--- src/rtl/io_peripheral_responder_if.sv ---
// io_peripheral_responder_if: command/response and host FIFO signals of the responder
interface io_peripheral_responder_if #(
  parameter int DATA_WIDTH = 32
);
  logic [1:0] to_peripheral;
  logic [DATA_WIDTH-1:0] to_peripheral_data;
  logic to_peripheral_valid;
  logic [1:0] from_peripheral;
  logic [DATA_WIDTH-1:0] from_peripheral_data;
  logic from_peripheral_valid;
  logic [DATA_WIDTH-1:0] host_out_data;
  logic host_out_valid;
  logic host_out_ready;
  logic [DATA_WIDTH-1:0] host_in_data;
  logic host_in_valid;
  logic host_in_ready;
  modport slave (
    input to_peripheral, to_peripheral_data, to_peripheral_valid, host_out_ready, host_in_data, host_in_valid,
    output from_peripheral, from_peripheral_data, from_peripheral_valid, host_out_data, host_out_valid, host_in_ready
  );
  modport master (
    output to_peripheral, to_peripheral_data, to_peripheral_valid, host_out_ready, host_in_data, host_in_valid,
    input from_peripheral, from_peripheral_data, from_peripheral_valid, host_out_data, host_out_valid, host_in_ready
  );
endinterface

--- src/rtl/io_peripheral_responder.sv ---
// io_peripheral_responder: command responder bridging a core to a host through TX/RX FIFOs
module io_peripheral_responder #(
  parameter int DATA_WIDTH = 32,
  parameter int DEPTH_BITS = 3
) (
  input logic clock,
  input logic reset,
  io_peripheral_responder_if.slave bus
);
  localparam logic [DEPTH_BITS:0] FULL = {1'b1, {DEPTH_BITS{1'b0}}};
  logic [DATA_WIDTH-1:0] tx_mem [2**DEPTH_BITS];
  logic [DATA_WIDTH-1:0] rx_mem [2**DEPTH_BITS];
  logic [DEPTH_BITS-1:0] tx_wr, tx_rd, rx_wr, rx_rd;
  logic [DEPTH_BITS:0] tx_cnt, rx_cnt;
  logic [7:0] err_cnt;
  logic resp_valid;
  logic [1:0] resp_code;
  logic [DATA_WIDTH-1:0] resp_data;
  logic is_wr, is_rd, is_st, acc, tx_push, tx_pop, rx_push, rx_pop, fail;
  logic [1:0] nxt_code;
  logic [DATA_WIDTH-1:0] nxt_data, status;
  assign acc = bus.to_peripheral_valid && bus.to_peripheral != 2'b00;
  assign is_wr = bus.to_peripheral_valid && bus.to_peripheral == 2'b01;
  assign is_rd = bus.to_peripheral_valid && bus.to_peripheral == 2'b10;
  assign is_st = bus.to_peripheral_valid && bus.to_peripheral == 2'b11;
  // full/empty decisions use start-of-cycle counts, so same-cycle host activity cannot rescue a command
  assign tx_push = is_wr && tx_cnt != FULL;
  assign rx_pop = is_rd && rx_cnt != '0;
  assign tx_pop = tx_cnt != '0 && bus.host_out_ready;
  assign rx_push = bus.host_in_valid && rx_cnt != FULL;
  assign fail = (is_wr && !tx_push) || (is_rd && !rx_pop);
  assign nxt_code = fail ? 2'b10 : is_st ? 2'b11 : 2'b01;
  assign nxt_data = rx_pop ? rx_mem[rx_rd] : is_st ? status : '0;
  // status word: RX count low, TX count at bit 16, error count in the top byte
  always_comb begin
    status = '0;
    status[DEPTH_BITS:0] = rx_cnt;
    status[16+DEPTH_BITS:16] = tx_cnt;
    status[31:24] = err_cnt;
  end
  // FIFO storage; contents need no reset because the pointers define validity
  always_ff @(posedge clock) begin
    if (tx_push) tx_mem[tx_wr] <= bus.to_peripheral_data;
    if (rx_push) rx_mem[rx_wr] <= bus.host_in_data;
  end
  // pointers, counts, error counter and the registered response
  always_ff @(posedge clock) begin
    if (reset) begin
      tx_wr <= '0;
      tx_rd <= '0;
      rx_wr <= '0;
      rx_rd <= '0;
      tx_cnt <= '0;
      rx_cnt <= '0;
      err_cnt <= '0;
      resp_valid <= 1'b0;
      resp_code <= '0;
      resp_data <= '0;
    end else begin
      tx_wr <= tx_wr + DEPTH_BITS'(tx_push);
      tx_rd <= tx_rd + DEPTH_BITS'(tx_pop);
      rx_wr <= rx_wr + DEPTH_BITS'(rx_push);
      rx_rd <= rx_rd + DEPTH_BITS'(rx_pop);
      tx_cnt <= tx_cnt + (DEPTH_BITS+1)'(tx_push) - (DEPTH_BITS+1)'(tx_pop);
      rx_cnt <= rx_cnt + (DEPTH_BITS+1)'(rx_push) - (DEPTH_BITS+1)'(rx_pop);
      err_cnt <= err_cnt + 8'(fail && err_cnt != 8'hFF);
      resp_valid <= acc;
      resp_code <= acc ? nxt_code : 2'b00;
      resp_data <= nxt_data;
    end
  end
  // a response still pending when reset rises is suppressed immediately
  assign bus.from_peripheral_valid = resp_valid && !reset;
  assign bus.from_peripheral = reset ? 2'b00 : resp_code;
  assign bus.from_peripheral_data = reset ? '0 : resp_data;
  assign bus.host_out_valid = tx_cnt != '0;
  assign bus.host_out_data = tx_mem[tx_rd];
  assign bus.host_in_ready = rx_cnt != FULL;
endmodule

--- src/flat_wrapper.sv ---
// flat-port wrapper written by rule: the top's interface ports become plain ports
module io_peripheral_responder_flat 
#(
  parameter int DATA_WIDTH = 32,
  parameter int DEPTH_BITS = 3
)
  (clock, reset, bus_to_peripheral, bus_to_peripheral_data, bus_to_peripheral_valid, bus_host_out_ready, bus_host_in_data, bus_host_in_valid, bus_from_peripheral, bus_from_peripheral_data, bus_from_peripheral_valid, bus_host_out_data, bus_host_out_valid, bus_host_in_ready);
  io_peripheral_responder_if #(.DATA_WIDTH(DATA_WIDTH)) bus_i ();
  input logic clock;
  input logic reset;
  input wire logic [$bits(bus_i.to_peripheral)-1:0] bus_to_peripheral;
  input wire logic [$bits(bus_i.to_peripheral_data)-1:0] bus_to_peripheral_data;
  input wire logic [$bits(bus_i.to_peripheral_valid)-1:0] bus_to_peripheral_valid;
  input wire logic [$bits(bus_i.host_out_ready)-1:0] bus_host_out_ready;
  input wire logic [$bits(bus_i.host_in_data)-1:0] bus_host_in_data;
  input wire logic [$bits(bus_i.host_in_valid)-1:0] bus_host_in_valid;
  output wire logic [$bits(bus_i.from_peripheral)-1:0] bus_from_peripheral;
  output wire logic [$bits(bus_i.from_peripheral_data)-1:0] bus_from_peripheral_data;
  output wire logic [$bits(bus_i.from_peripheral_valid)-1:0] bus_from_peripheral_valid;
  output wire logic [$bits(bus_i.host_out_data)-1:0] bus_host_out_data;
  output wire logic [$bits(bus_i.host_out_valid)-1:0] bus_host_out_valid;
  output wire logic [$bits(bus_i.host_in_ready)-1:0] bus_host_in_ready;
  assign bus_i.to_peripheral = bus_to_peripheral;
  assign bus_i.to_peripheral_data = bus_to_peripheral_data;
  assign bus_i.to_peripheral_valid = bus_to_peripheral_valid;
  assign bus_i.host_out_ready = bus_host_out_ready;
  assign bus_i.host_in_data = bus_host_in_data;
  assign bus_i.host_in_valid = bus_host_in_valid;
  assign bus_from_peripheral = bus_i.from_peripheral;
  assign bus_from_peripheral_data = bus_i.from_peripheral_data;
  assign bus_from_peripheral_valid = bus_i.from_peripheral_valid;
  assign bus_host_out_data = bus_i.host_out_data;
  assign bus_host_out_valid = bus_i.host_out_valid;
  assign bus_host_in_ready = bus_i.host_in_ready;
  io_peripheral_responder #(.DATA_WIDTH(DATA_WIDTH), .DEPTH_BITS(DEPTH_BITS)) u_core (.clock(clock), .reset(reset), .bus(bus_i));
endmodule
--- config.mk ---
export PLATFORM = sky130hd
export DESIGN_NAME = io_peripheral_responder_flat
export DESIGN_NICKNAME = d
export VERILOG_FILES = /design/src/rtl/io_peripheral_responder_if.sv /design/src/rtl/io_peripheral_responder.sv /design/src/flat_wrapper.sv
export SDC_FILE = /design/constraint.sdc
export NUM_CORES = 1
export LEC_CHECK = 0
export CAP_MARGIN = 20
export CORE_ASPECT_RATIO = 1.25
export CORE_MARGIN = 2
export CORE_UTILIZATION = 55
export DETAILED_ROUTE_END_ITERATION = 16
export PLACE_DENSITY = 0.76
export RECOVER_POWER = 50
export SLEW_MARGIN = 20
export SYNTH_ARGS = -nofsm -noshare
export SYNTH_HDL_FRONTEND = slang
export SYNTH_SLANG_ARGS = --single-unit
--- constraint.sdc ---
create_clock -name clock -period 10.2 [get_ports clock]
set_input_delay 2.55 -clock clock [delete_from_list [all_inputs] [get_ports clock]]
set_output_delay 2.55 -clock clock [all_outputs]
set_load 0.1 [all_outputs]
Word level (Yosys, flattened, before mapping):

Memory sizes are Yosys's and may differ from the RTL's. A register that Yosys moved wholly into a read port is not among the register bits.
Index checks and enable logic that the tools add are counted.

* add/subtract/negate cells: 9
* equality and inequality tests: 6
* multiplexer cells: 12
* bitwise logic cells: 1
* reduce and logical (&&, ||, !) cells: 21

Operators with widths (count)
* $mux 32: 3
* $add 3x1->3: 4
* $logic_and 1x1->1: 12
* $add 4x1->4: 2
* $add 8x1->8: 1
* $ne 4x4->1 const B: 2
* $ne 8x8->1 const B: 1
* $reduce_bool 4->1: 2
* $sub 4x1->4: 2
* $mux 2: 3
* $mux 3: 2
* $eq 2x2->1 const B: 2
* $mux 1: 4
* $logic_not 1->1: 3
* $reduce_or 3->1: 1
* $eq 2x1->1 const B: 1
* $reduce_bool 2->1: 1
* $reduce_or 2->1: 1
* $logic_or 1x1->1: 1
* $not 1->1: 1

* flip-flop bits (word level): 63
* memory bits (writable): 512
* output and inout port bits: 69
* word-level logic and storage cells: 62
* memories: 2

Memories
* u_core.rx_mem: words 8, bits a word 32, rd ports 1, clocked after memory_dff 1, wr ports 1, RTL line io_peripheral_responder.sv:12 `logic [DATA_WIDTH-1:0] rx_mem [2**DEPTH_BITS];`
* u_core.tx_mem: words 8, bits a word 32, rd ports 1, clocked after memory_dff 1, wr ports 1, RTL line io_peripheral_responder.sv:11 `logic [DATA_WIDTH-1:0] tx_mem [2**DEPTH_BITS];`

Longest topological paths before layout:

Gate-level depths: netlist (run 1).

* depth in word-level cells: 8
* depth in mapped cells: 11
* mapped depth without buffers: 11

Least setup slack after synthesis (run 1):

Ideal clock, no wire load.

* path kind: input -> output
* start: in reset
* end: out bus_from_peripheral[1]
* data arrival time: 4.281 ns
* data required time: 7.650 ns
* path slack: 3.369 ns
* stages: 3
* path buffers: 2
* cell sequence: clkbuf_1 -> clkbuf_1 -> nor2b_1

* word-level cells in the longest chain between the ends: 1

Ends and longest elaborated chain
* from (decl): RTL line flat_wrapper.sv:10 `input logic reset;`
* $mux 2: RTL line io_peripheral_responder.sv:74 `assign bus.from_peripheral = reset ? 2'b00 : resp_code;`
* to (decl): RTL line flat_wrapper.sv:17 `output wire logic [$bits(bus_i.from_peripheral)-1:0] bus_from_peripheral;`

No other way between the ends.

Worst setup path in the final report (run 1):

* start: in reset
* end: out bus_from_peripheral_data[16]

* word-level cells in the longest chain between the ends: 1

Ends and longest elaborated chain
* $mux 32: RTL line io_peripheral_responder.sv:75 `assign bus.from_peripheral_data = reset ? '0 : resp_data;`
* to (decl): RTL line flat_wrapper.sv:18 `output wire logic [$bits(bus_i.from_peripheral_data)-1:0] bus_from_peripheral_data;`

No other way between the ends.

==> results.yml, run 1 <==
run_status:
  status: "finished with violations"
  violations: "capacitance limit, slew limit"
logic_synthesis:
  synthAdderAreaFrac: 0.01314
  avgSynthCellArea_um2: 21.06
  synth_top_family_by_area: "multiplexers"
  synth_area_leaders: "edfxtp_1 70%, mux4_2 7.3%, mux4_1 6.7%, dfxtp_1 5.7%, mux2_2 1.6%"
  syn_inst: 1049
  ys_seq_area_frac: 0.7532
  yosys.area.top_type: "edfxtp_1"
  synth_edf_count: 512
  yosys.cell_types.count: 37
  synthSimpleGateAreaFrac: 0.03456
  ys_warn_count: 0
  synth_top_area_frac: 0.6961
  synth_xor_area_frac: 0.005551
  synthArstFlopShare: 0
  syn_nets: 1142
  synthTopCellsByCount: "512 x edfxtp_1, 72 x mux4_2, 63 x dfxtp_1"
  syn_area_mm2: 0.02209
  synth_seq_cells: 575
  ys.flop_type: "edfxtp_1"
  synth_mux_area_frac: 0.1708
  synth_compound_gate_area_share: 0.007931
  synth_most_common_cell: "edfxtp_1"
route:
  via_per_inst: 5.771
  wire_per_inst_um: 23.01
  drt-total-wl_um: 40700
  drt_iter0_drc: 652
  first_pass_iters: 5
  ant_nets: 0
  drc: 0
  num_vias: 10209
final_layout:
  fillers: 2584
  drive_gt1_frac: 0.1833
  layout.area.seq_mm2: 0.01665
  fin_nets: 1310
  multi_input_area_mm2: 0.005234
  area_growth_pct: 17.70
floorplan:
  die-width_um: 183.2
  start_util: 0.5534
  core-area_mm2: 0.03991
  dieArea_mm2: 0.04179
  die_h_um: 228.1
  ios: 140
  rows: 82
sta:
  fin_worst_skew_ps: 16.73
  setup_tns_ps: 0
  drv_slew: 46
  slew_headroom: -0.6669
  setup_viol: 0
  final-hold-violation-count: 0
  timing.final.crit_share: 0.7940
  fmax_mhz: 123.5
  layout_min_cycle_time_ps: 8099
  rsz0062_at_grt: "false"
  max_slew.worst_pin.slew_ps: 2500
worst_setup_path:
  r2r_slack_ps: 7110
  critPathLaunchType: "input port"
  worst-endpoint-arrival_ps: 5550
  rr_startpoint: "u_core.rx_cnt[2]$_SDFF_PP0_"
  startpoint: "reset"
  worstPathCellList: "clkbuf_1 > nor2b_1 > clkdlybuf4s50_1"
  worstSetupPathType: "input port to output port"
  crit_slowest_cell: "clkbuf_1"
  crit_end: "bus_from_peripheral_data[16]"
  path_max_fanout: 45
  reg2reg_to: "u_core.resp_data[29]$_SDFF_PP0_"
  worstSetupEndpointType: "output port"
  required_ps: 7650
  cpPeakStageDelay_ps: 1750
  ff2ff_path_depth: 7
power:
  powerDensity_mw_per_mm2: 231.0
  leakagePower_nw: 8.303
  ir_worst_vdd_mv: 0.1578
  power_w: 0.006005
clock_network:
  cts_repair_resize_count: 0
  path_clk_slew_ps: 60
  htree_levels: 2
  cts_setup_buffers: 0
  cts.path.max_buffers: 3
  clock-sinks: 575
  cts_tree: "built"
  cts-root-buf: "clkbuf_16"
  cts_made_buffers: 52
  hold_buffers: 0
  worstSkewPairLatency_ps: 570
global_routing:
  grt_antenna_before_repair: 7
  grt_usage: 0.1987
  grt_overflow: 0
  grt_max_degree: 66
  first_global_vias: 10680
  grt_pass1_wl_um: 62320
flow_run:
  maxCapViolations: 1
placement:
  place_hpwl_um: 22030
  io_buffers: 139
  gp_congestion: 0.7054
hold_path:
  hp-class: "register to register"
[stage by stage]
step	cells	cell area (um2)	util	hold WS (ps)	setup WS, ps
after floorplan	1049	22090	-	425.0	3369
after global routing	1765	25990	0.6511	512.7	1952
final	1769	26000	0.6514	473.9	2101
after global placement	1667	24120	0.6043	455.6	3215
after detailed placement	1667	24120	0.6043	466.1	3147
after CTS	1764	25990	0.6513	480.4	3148
[worst min path at each step]
| stage | startpoint | to | depth (start not counted) | slack [ps] |
|---|---|---|---|---|
| 2_1_floorplan | u_core.tx_cnt[2]$_SDFF_PP0_ | u_core.resp_data[18]$_SDFF_PP0_ | 2 | 430 |
| 3_3_place_gp | u_core.rx_cnt[2]$_SDFF_PP0_ | u_core.resp_data[2]$_SDFF_PP0_ | 2 | 460 |
| 3_5_place_dp | u_core.rx_cnt[2]$_SDFF_PP0_ | u_core.resp_data[2]$_SDFF_PP0_ | 2 | 470 |
| 4_1_cts | u_core.rx_cnt[2]$_SDFF_PP0_ | u_core.resp_data[2]$_SDFF_PP0_ | 2 | 480 |
| 5_1_grt | u_core.rx_cnt[2]$_SDFF_PP0_ | u_core.resp_data[2]$_SDFF_PP0_ | 2 | 510 |
| 6_report | u_core.rx_cnt[2]$_SDFF_PP0_ | u_core.resp_data[2]$_SDFF_PP0_ | 2 | 470 |
[flip-flops by register name, indices dropped and copies added, names as in the netlist]
signal             cells
u_core.rx_mem        256
u_core.tx_cnt          4
u_core.rx_cnt          4
u_core.tx_rd           3
u_core.resp_code       2
u_core.err_cnt         8
u_core.rx_wr           3
u_core.resp_data      32
u_core.resp_valid      1
u_core.tx_mem        256
u_core.tx_wr           3
u_core.rx_rd           3
[power breakdown]
group | internal [W] | switching (W)
Combinational | 0.000432 | 0.000753
Clock | 0.00127 | 0.000817
Sequential | 0.00266 | 0.0000639
Total | 0.00437 | 0.00163
[cells in the final DEF, fill, tap and decap left out, drive strengths merged, types with 4 or more instances in the layout]
| master | count |
|---|---|
| clkbuf | 70 |
| ha | 20 |
| clkinvlp | 5 |
| nor3 | 5 |
| xor2 | 5 |
| nor2b | 45 |
| nor2 | 49 |
| xnor2 | 9 |
| edfxtp | 512 |
| a21oi | 8 |
| dlygate4sd3 | 65 |
| bufinv | 11 |
| o21ai | 21 |
| mux4 | 128 |
| diode | 5 |
| mux2 | 32 |
| dfxtp | 63 |
| mux2i | 32 |
| clkinv | 12 |
| inv | 14 |
| clkdlybuf4s50 | 73 |
| buf | 21 |
| nand2b | 9 |
| nand3 | 4 |
| nand2 | 31 |
[cell families after synthesis]
| kind of cell | after synthesis |
|---|---|
| buffers and inverters | 60 |
| XOR/XNOR | 14 |
| AND/OR/NAND/NOR | 153 |
| multiplexers | 192 |
| flip-flops | 575 |
| adder cells (fa/ha/maj) | 22 |
| AO/OA/AOI/OAI | 33 |
[area by class of cell]
type | count | area share
diodes | 5 | 0.0004813
clock inverters | 30 | 0.01684
well taps | 504 | 0.02426
flip-flops and latches | 575 | 0.6404
clock buffers | 67 | 0.05535
inverters | 12 | 0.001733
repair buffers | 162 | 0.05963
multi-input cells | 414 | 0.2013
[critical path, delay by kind of cell]
family                 cells  cell delay, ps
buffers and inverters      2            2820
and+or+nand+nor            1             170
[per-layer routing]
metal,GRT usage,vias up,share of wire
met5,0,-,0.0013
met4,0.04750,8,0.018
met3,0.03752,67,0.051
met2,0.3501,249,0.52
met1,0.2568,5281,0.41
li1,-,4604,-
Note: power is estimated with default switching activity, not from simulation.
==> run 2, diff against run 1 <==
- clock period: 10.2 -> 7.5 ns (I/O delays scaled with it)
==> run 2 against run 1 <==
  * The flow still finishes with violations (capacitance limit, slew limit)
  * Final area decreased by 0.83%
  * Routed wire length is 0.52% lower
  * Final cell count fell by 0.23%
  * Global-route usage is 0.084 points lower
  * Die area is the same
  * Non-clock buffer count stayed put
  * Combinational power rose by 33%
  * Via count shrank 0.34%
  * First-iteration DRC count is 3.8% lower
  * Clock skew is 16 ps higher
  * Critical endpoint is now bus_from_peripheral_data[20]
==> results.yml, run 2 (synthesis gave the netlist of run 1 again) <==
clock_network:
  path_clk_slew_ps: 60
  hold_buffers: 0
  cts_tree: "built"
  cts_setup_buffers: 0
  htree_levels: 2
  cts_repair_resize_count: 0
  worstSkewPairLatency_ps: 570
  cts_made_buffers: 52
  clock-sinks: 575
  cts.path.max_buffers: 3
  cts-root-buf: "clkbuf_16"
final_layout:
  fin_util: 0.6460
  mostFrequentLayoutCells: "512 x edfxtp_1, 72 x mux4_2, 71 x clkdlybuf4s50_1"
  fillers: 2587
  multi_input_area_mm2: 0.005215
  top_regs: "u_core.rx_mem x256, u_core.tx_mem x256, u_core.resp_data x32"
  layout_commonest_cell: "edfxtp_1"
  area_growth_pct: 16.72
  fin_nets: 1310
  layout.area.seq_mm2: 0.01665
  drive_gt1_frac: 0.1766
worst_setup_path:
  ff2ff_path_depth: 7
  rr_startpoint: "u_core.rx_cnt[2]$_SDFF_PP0_"
  critPathLaunchType: "input port"
  path_max_fanout: 45
  reg2reg_to: "u_core.resp_data[29]$_SDFF_PP0_"
  worst-endpoint-arrival_ps: 3830
  r2r_slack_ps: 4260
  worstSetupPathType: "input port to output port"
  required_ps: 5620
  worstSetupEndpointType: "output port"
sta:
  slew_headroom: -0.2447
  setup_viol: 0
  fmax_mhz: 175.2
  rsz0062_at_grt: "false"
  timing.final.crit_share: 0.7611
  setup_tns_ps: 0
  final-hold-violation-count: 0
  layout_setup_ws_ps: 1792
  layout_min_cycle_time_ps: 5709
  max_slew.worst_pin.slew_ps: 1867
  fin_worst_skew_ps: 33.21
  drv_slew: 33
floorplan:
  ios: 140
  die-width_um: 183.2
  dieArea_mm2: 0.04179
  start_util: 0.5534
  die_h_um: 228.1
  rows: 82
  core-area_mm2: 0.03991
run_status:
  status: "finished with violations"
  violations: "capacitance limit, slew limit"
hold_path:
  hold_depth: 2
  hp-class: "register to register"
  hold_end: "u_core.resp_data[2]$_SDFF_PP0_"
  min_from: "u_core.rx_cnt[2]$_SDFF_PP0_"
global_routing:
  grt_usage: 0.1979
  grt_overflow: 0
  grt_antenna_before_repair: 8
  grt_pass1_wl_um: 61960
  first_global_vias: 10609
  grt_max_degree: 66
route:
  ant_nets: 0
  wire_per_inst_um: 22.94
  first_pass_iters: 4
  via_per_inst: 5.764
  num_vias: 10174
  drt_iter0_drc: 627
  drt-total-wl_um: 40490
  drc: 0
placement:
  gp_congestion: 0.7231
  dp_worst_setup_slack_ps: 1778
  place_hpwl_um: 22130
  io_buffers: 139
flow_run:
  maxCapViolations: 1
power:
  ir_worst_vdd_mv: 0.2426
  powerDensity_mw_per_mm2: 306.1
  leakagePower_nw: 8.220
## run 2: cell count changes in the layout (fill, tap and decap cells not counted), moves of 2 or more
cell / delta
clkdlybuf4s50_1: -2
dlygate4sd3_1: +2
clkbuf_16: +2
bufinv_16: -9
clkinvlp_4: -4
clkbuf_1: +5
## run 2: per-stage QoR
stage	cell area, um2	total power, W	hold slack, ps	cells
floorplan	22090	0.005045	425.0	1049
global placement	24120	0.005383	456.6	1667
detailed placement	24120	0.005414	489.3	1667
CTS	25800	0.007988	493.8	1761
global route	25770	0.008175	521.8	1762
finish	25780	0.007891	490.0	1765
## run 2: worst max-delay path by stage
| stage | startpoint | cells after the start | to |
|---|---|---|---|
| 3_3_place_gp | reset | 3 | bus_from_peripheral_data[17] |
| 2_1_floorplan | reset | 3 | bus_from_peripheral[1] |
| 5_1_grt | u_core.tx_rd[0]$_SDFF_PP0_ | 4 | bus_host_out_data[7] |
| 6_report | reset | 3 | bus_from_peripheral_data[20] |
| 3_5_place_dp | reset | 3 | bus_from_peripheral_data[20] |
| 4_1_cts | u_core.tx_rd[0]$_SDFF_PP0_ | 4 | bus_host_out_data[7] |
## run 2: worst max-delay path, cell delays in order
cell and delay (ps):
buf_2 760, nor2b_1 140, clkdlybuf4s50_1 1030
## run 2: final cells by class
class | count | share of cell area
antenna | 4 | 0.0003883
sequential | 575 | 0.6458
clock inverter | 18 | 0.006018
timing repair buffer | 162 | 0.06018
inverter | 12 | 0.001747
clock buffer | 76 | 0.05916
tap | 504 | 0.02446
multi-input combinational | 414 | 0.2023
## run 2: power breakdown
part,internal (W),total (W),switching [W]
sequential,0.00362,0.00375,0.000125
clock,0.00148,0.00257,0.00109
combinational,0.000588,0.00157,0.000984
## run 2: metal layers
metal / global-route usage / routed length (um) / vias up
li1: - / - / 4590
met1: 0.2520 / 16340 / 5245
met2: 0.3492 / 21190 / 265
met3: 0.04103 / 2128 / 64
met4: 0.04875 / 758 / 10
met5: 0 / 69 / -
